[src/rtl/hwag_cfg_seq.sv]
// Register-bank configuration sequencer: copies a default table from ROM into the
// register bank, reads every register back to verify it, then opens the bank to host accesses.
// Latency: start to done is 4*N+1 cycles, counting the start-sampling edge as cycle 1 (N = LAST_ADDR+1).
// Backpressure: the host is stalled (host_gnt=0) outside READY and must hold host_req until granted.
// Ports:
//   clk, rst                 clock, async active-high reset
//   start                    one-cycle request to run load+verify (ignored while busy)
//   rom_addr / rom_data      default table; data valid one cycle after address
//   reg_addr/reg_wdata/reg_we/reg_re/reg_rdata  register bank; rdata valid one cycle after reg_re
//   host_req/host_we/host_addr/host_wdata/host_gnt  host access, granted in READY only
//   host_rvalid/host_rdata   host read return, one cycle after a granted read
//   busy/done/err/err_addr   status; err_addr holds the first mismatching address of a run
module hwag_cfg_seq #(
  parameter int LAST_ADDR = 130,
  parameter int AW        = 8,
  parameter int DW        = 16
) (
  input  logic          clk,
  input  logic          rst,
  input  logic          start,
  output logic [AW-1:0] rom_addr,
  input  logic [DW-1:0] rom_data,
  output logic [AW-1:0] reg_addr,
  output logic [DW-1:0] reg_wdata,
  output logic          reg_we,
  output logic          reg_re,
  input  logic [DW-1:0] reg_rdata,
  input  logic          host_req,
  input  logic          host_we,
  input  logic [AW-1:0] host_addr,
  input  logic [DW-1:0] host_wdata,
  output logic          host_gnt,
  output logic          host_rvalid,
  output logic [DW-1:0] host_rdata,
  output logic          busy,
  output logic          done,
  output logic          err,
  output logic [AW-1:0] err_addr
);

  typedef enum logic [2:0] {
    IDLE   = 3'd0,
    FETCH  = 3'd1,
    WRITE  = 3'd2,
    VREAD  = 3'd3,
    VCHECK = 3'd4,
    READY  = 3'd5
  } state_t;

  localparam logic [AW-1:0] LAST = AW'(LAST_ADDR);

  state_t        state;
  logic [AW-1:0] a;
  logic          host_acc;

  // start wins over a simultaneous host request in READY
  assign host_acc = (state == READY) && host_req && !start;

  always_ff @(posedge clk or posedge rst) begin
    if (rst) begin
      state       <= IDLE;
      a           <= '0;
      done        <= 1'b0;
      err         <= 1'b0;
      err_addr    <= '0;
      host_rvalid <= 1'b0;
    end else begin
      host_rvalid <= host_acc && !host_we;
      case (state)
        IDLE, READY: begin
          if (start) begin
            a        <= '0;
            err      <= 1'b0;
            err_addr <= '0;
            done     <= 1'b0;
            state    <= FETCH;
          end
        end
        FETCH: state <= WRITE;
        WRITE: begin
          if (a == LAST) begin
            a     <= '0;
            state <= VREAD;
          end else begin
            a     <= a + 1'b1;
            state <= FETCH;
          end
        end
        VREAD: state <= VCHECK;
        VCHECK: begin
          // only the first mismatch of a run is recorded
          if ((rom_data != reg_rdata) && !err) begin
            err      <= 1'b1;
            err_addr <= a;
          end
          if (a == LAST) begin
            done  <= 1'b1;
            state <= READY;
          end else begin
            a     <= a + 1'b1;
            state <= VREAD;
          end
        end
        default: state <= IDLE;
      endcase
    end
  end

  // Bank/ROM strobes decode straight from the state register so that
  // rom_data and reg_rdata line up with WRITE and VCHECK one cycle later.
  always_comb begin
    rom_addr  = '0;
    reg_addr  = '0;
    reg_wdata = '0;
    reg_we    = 1'b0;
    reg_re    = 1'b0;
    host_gnt  = 1'b0;
    busy      = 1'b0;
    case (state)
      FETCH: begin
        busy     = 1'b1;
        rom_addr = a;
      end
      WRITE: begin
        busy      = 1'b1;
        reg_we    = 1'b1;
        reg_addr  = a;
        reg_wdata = rom_data;
      end
      VREAD: begin
        busy     = 1'b1;
        rom_addr = a;
        reg_re   = 1'b1;
        reg_addr = a;
      end
      VCHECK: busy = 1'b1;
      READY: begin
        if (host_acc) begin
          host_gnt = 1'b1;
          reg_addr = host_addr;
          reg_we   = host_we;
          reg_re   = !host_we;
          // write data only travels with a write strobe
          if (host_we) reg_wdata = host_wdata;
        end
      end
      default: ;
    endcase
  end

  assign host_rdata = host_rvalid ? reg_rdata : '0;

endmodule

[config.mk]
export PLATFORM = sky130hd
export DESIGN_NAME = hwag_cfg_seq
export DESIGN_NICKNAME = d
export VERILOG_FILES = /design/src/rtl/hwag_cfg_seq.sv
export SDC_FILE = /design/constraint.sdc
export NUM_CORES = 1
export LEC_CHECK = 0
export CORE_UTILIZATION = 32
export CTS_CLUSTER_DIAMETER = 50
export DETAILED_ROUTE_END_ITERATION = 12
export PLACE_DENSITY = 0.85
export SYNTH_ARGS = -nofsm -noshare
export SYNTH_HDL_FRONTEND = slang
export SYNTH_SLANG_ARGS = --single-unit
[constraint.sdc]
create_clock -name clk -period 1.8 [get_ports clk]
set_clock_uncertainty 0.15 [all_clocks]
set_input_delay 0.36 -clock clk [delete_from_list [all_inputs] [get_ports clk]]
set_output_delay 0.36 -clock clk [all_outputs]
set_load 0.03 [all_outputs]
-- After elaboration in Yosys (flattened, before gate mapping)
Index checks and enable logic that the tools add are counted.
- add/sub/neg operators: 1
- $mul: 0
- mux-type cells: 29
- bitwise gates (word level): 0
- shift operators: 0
- equal/unequal tests: 11
- reductions and logical operators: 17
- divide/modulo/power cells: 0
- order comparisons: 0
- operators by type and width (kind ; count):
    2-to-1 mux 16 bit ; 3
    2-to-1 mux 8 bit ; 6
    case mux 16 bit (2 select lines) ; 1
    case mux 8 bit (2 select lines) ; 2
    case mux 8 bit (3 select lines) ; 1
    inequality test 16 bit ; 1
    case mux 3 bit (5 select lines) ; 1
    AND reduction 3 bit ; 3
    adder 8 x 1 -> 8 bit (second input constant) ; 1
    equality test 8 bit (second input constant) ; 1
    2-to-1 mux 1 bit ; 8
    inequality test 2 bit (second input constant) ; 4
    case mux 1 bit (2 select lines) ; 4
    equality test 3 x 2 -> 1 bit (second input constant) ; 2
    equality test 3 bit (second input constant) ; 2
    2-to-1 mux 3 bit ; 2
    OR reduction 2 bit ; 3
    logical AND 1 bit ; 4
    OR reduction 4 bit ; 1
    equality test 3 x 1 -> 1 bit (second input constant) ; 1
    logical NOT 1 bit ; 3
    logical NOT 3 bit ; 1
    nonzero test 3 bit ; 1
    2-to-1 mux 2 bit ; 1
    nonzero test 2 bit ; 1
- bits in read-only memories: 0
- latch bits: 0
- memories: 0
- logic and storage cells: 64
- flip-flop bits (word level): 22
- output and inout bits: 63
- input bits: 61
- RAM bits: 0

-- Depth between registers and ports, before layout
- word-level depth: 5
- mapped depth: 8
- depth with buffers taken out: 7

-- Worst setup path after synthesis
OpenSTA, ideal clock, no wires.
- kind: register to output
- from: register state[1]
- to: output reg_wdata[10]
- arrival: 1.484 ns
- stages on the path, launching flop included: 7
- path slack: -0.194 ns
- buffers on the path: 2
- data required time: 1.290 ns
- path through: dfrtp_1 nor2_1 and4_1 and2_1 buf_2 buf_2 a22o_1
- longest elaborated chain between the ends: 5
- elaborated cells between the ends (all ways): 6
- those cells by class: eq/ne (2); mux (2); reduce/logical (2)
- ends and longest elaborated chain (element ; RTL line ; RTL):
    from (decl) ; 52 ; state_t state;
    from (signal assigned) ; 61 ; state <= IDLE;
    from (signal assigned) ; 76 ; state <= FETCH;
    from (signal assigned) ; 79 ; FETCH: state <= WRITE;
    equality test 3 bit ; 57, 119 ;
    logical AND 1 bit (2 in series) ; 57 ; assign host_acc = (state == READY) && host_req && !start;
    2-to-1 mux 16 bit ; 138 ; if (host_acc) begin
    case mux 16 bit (2 select lines) (*) ; 119 ; case (state)
    to (decl) ; 24 ; output logic [DW-1:0] reg_wdata,
Mark *: on every way between the ends. The rest lies on a longest branch, timed or not.

-- Worst setup path in the final report
- from: register state[1]
- to: output reg_wdata[1]
Same word-level chain as after synthesis.

==> metrics <==
Min-Delay Path Class=primary input to asynchronous set/reset pin; Unique masters post-synth=between 40 and 50; reg2reg path depth=7; crit-path max FO=8; Final period util=1.21; DP Area=3360 µm²; CP bufs+invs=2; violated checks=negative setup slack; r2r startpoint=state[0]; post-synth top area share=0.308; worst-case clock buffer depth=2; Post-Syn Nets=261; Hold Buf Count CTS=0; HPWL after DPL=between 5000 and 6000 µm; vias in the first global route=around 2.4k; max frequency=around 0.46 GHz; synthesized flop and latch total=22; # diodes=0; IO Port Bufs=between 100 and 150; YS warnings=0; crit path cell chain=nor2_2 > and4_4 > and2_4 > buf_12 > a22o_1 > buf_6; Tightest Pin Transition=approximately 430 ps; CTS tree=built; startpoint type of the worst setup path=flip-flop; fin util=0.777; first-pass iteration count of the detailed router=4; final instance area=roughly 4000 µm²; largest net degree at the start of global routing=23; Clock Sink Count=22; register area share after synthesis=0.308; Pwr Total=roughly 0.0012 W; DRT Wirelength=a little under 9000 µm; Layout area overhead=128%; FP Rows=26; critical path's largest stage delay=410 ps; Die Area=slightly below 6000 µm²; Top FF cell, synth=dfrtp_1; RSZ-0062 raised after global routing=true; Die Y=76.8 µm; Total GRT Usage=0.279; Pins Over Slew Limit=0; Synth async-reset ratio=1.00; gp weighted congestion=about 0.88; number of top-level pins=124; core box area=between 5000 and 6000 µm²; Setup CP Type=flip-flop to output pin; final worst setup slack=-386 ps; vias post-DR=2,344; EDFF count, synth=0; CP delay by family, top=simple AND/OR/NAND/NOR gates; MaxCap Viol Count=0; pwr/cell area=a little under 300 nW/µm²; top post-synthesis cells by area=dfrtp_1 31%, a22o_1 12%, xnor2_1 11%; initial antenna violation count=0; Initial Utilization=0.341; Reg clk slew, reported paths=about 80 ps; share of cells above drive strength 1=0.521; Routed wire per std cell=roughly 20 µm; Reg2Reg Capture Point=err_addr[0]; Final Setup Violations=48; peak supply drop=about 0.67 mV; CP endpoint kind=output pin; Slew HR=0.714; Root Buffer=clkbuf_8; Final #Nets=438; Iter 0 DRT Violations=92; Worst Path Required=approximately 1300 ps; Final ANT Viol Nets=0; first-pass GRT wire length=between 10,000 and 15,000 µm; static leakage=between 1.5 and 2 nW; H-tree depth=1; Die X=around 77 µm; Fillers=323; TritonCTS Buffers=3; Congestion Overflow GR=0; reg2reg setup slack=-150 ps; critical path's slowest cell=dfrtp_1; CP arrival=about 1700 ps; Syn Inst Count=198; Synth Cell Area=roughly 1800 µm²; mean area per synthesized cell=about 9 µm²; final hold violations=0; DRC=0; worst skew pair latency=between 200 and 300 ps; via density per instance=5.28; post-route minimum period=~2200 ps; status=complete, but fails checks; cell accounting for the most synthesized area=dfrtp_1
[worst min-delay path: stages]
cell             delay (ps)
clkdlybuf4s50_1         400
inv_1                    50
buf_4                   290
[registers in the layout, summed over array words and instances (netlist names)]
register	count
a	8
err_addr	8
err	1
host_rvalid	1
done	1
state	3
[kinds of logic (layout without fill, tap and decap cells)]
logic type                 count (synthesis)  in the layout  synth area share
AOI/OAI and AO/OA                         56             56             0.272
and+or+nand+nor                           73             73             0.224
muxes                                      1              1           0.00560
xor gates and xnor gates                  23             23             0.113
adders and majority gates                  2              2            0.0140
buffers and inverters                     21            197            0.0644
DFF                                       22             22             0.308
[power breakdown]
group / internal (W) / switching [W]
Sequential: 0.000494 / 0.00000000118
Clock: 0.000297 / 0.000171
Combinational: 0.000143 / 0.0000900
[synthesized netlist by cell type (2+ instances only)]
| library cell | number |
|---|---|
| nor2_1 | 16 |
| a211oi_1 | 3 |
| nor2b_1 | 2 |
| xnor2_1 | 23 |
| clkbuf_1 | 2 |
| a22o_2 | 8 |
| ha_1 | 2 |
| buf_2 | 8 |
| a22o_1 | 24 |
| nand4_1 | 5 |
| inv_1 | 7 |
| a21oi_1 | 5 |
| buf_6 | 3 |
| nand3_1 | 2 |
| and2_1 | 26 |
| o21ai_0 | 3 |
| dfrtp_1 | 22 |
| nand2_1 | 11 |
| and4_1 | 2 |
| o22ai_1 | 2 |
| nor3_1 | 2 |
[through the flow]
step	setup TNS [ps]	std cells	worst slack [ps]	hold WS, ps
after floorplan	0	198	0.376	199
after global placement	-17280	422	-562	342
after detailed placement	-18540	422	-589	348
after CTS	-12790	441	-391	291
after global routing	-14240	444	-420	332
final	-12160	444	-386	290
[routing by layer]
metal / up-vias / wire length, µm / share of wire / global-route usage
met3: 16 / 487 / 0.055 / 0.0536
met5: - / 0 / 0 / 0
met1: 1154 / 3480 / 0.39 / 0.337
li1: 1065 / - / - / -
met2: 109 / 4800 / 0.54 / 0.505
met4: 0 / 113 / 0.013 / 0.0635
[cell type report]
cell class | instances | area (µm²) | area share
repair buffers | 186 | 1800 | 0.442
clock inverters | 1 | 30.0 | 0.00738
flip-flops and latches | 22 | 551 | 0.135
multi-input cells | 155 | 1530 | 0.376
inverters | 7 | 28.8 | 0.00707
clock buffers | 3 | 41.3 | 0.0102
well taps | 70 | 87.6 | 0.0215
[cell usage in the layout (no fill, tap or decap), types with 6 or more instances in the layout]
master           synthesis  layout
buf_4                    1      66
and2_1                  26      16
a22o_2                   8       6
a22o_4                   0      20
dlygate4sd2_1            0      27
dlymetal6s2s_1           0       7
nand2_1                 11       8
a22o_1                  24       6
nor2_1                  16      11
clkdlybuf4s50_1          0      30
xnor2_1                 23      20
buf_6                    3      42
dfrtp_1                 22      22
and2_4                   0      10
buf_12                   0       6
[worst max path at each step]
stage	startpoint	end	slack [ps]	cells past startpoint
floorplan	state[2]	reg_wdata[10]	0.4	6
global placement	start	reg_we	-560	7
detailed placement	start	reg_we	-590	7
CTS	state[1]	reg_wdata[1]	-390	7
global route	state[1]	reg_wdata[3]	-420	6
finish	state[1]	reg_wdata[1]	-390	6
[repair_timing]
action,4_1_cts,5_1_grt
gates cloned,2,1
hold endpoints to repair,0,0
pin swaps,27,22
buffers inserted,13,10
setup endpoints to repair,63,55
gates resized for setup,102,63
Note: power is estimated with default switching activity, not from simulation.
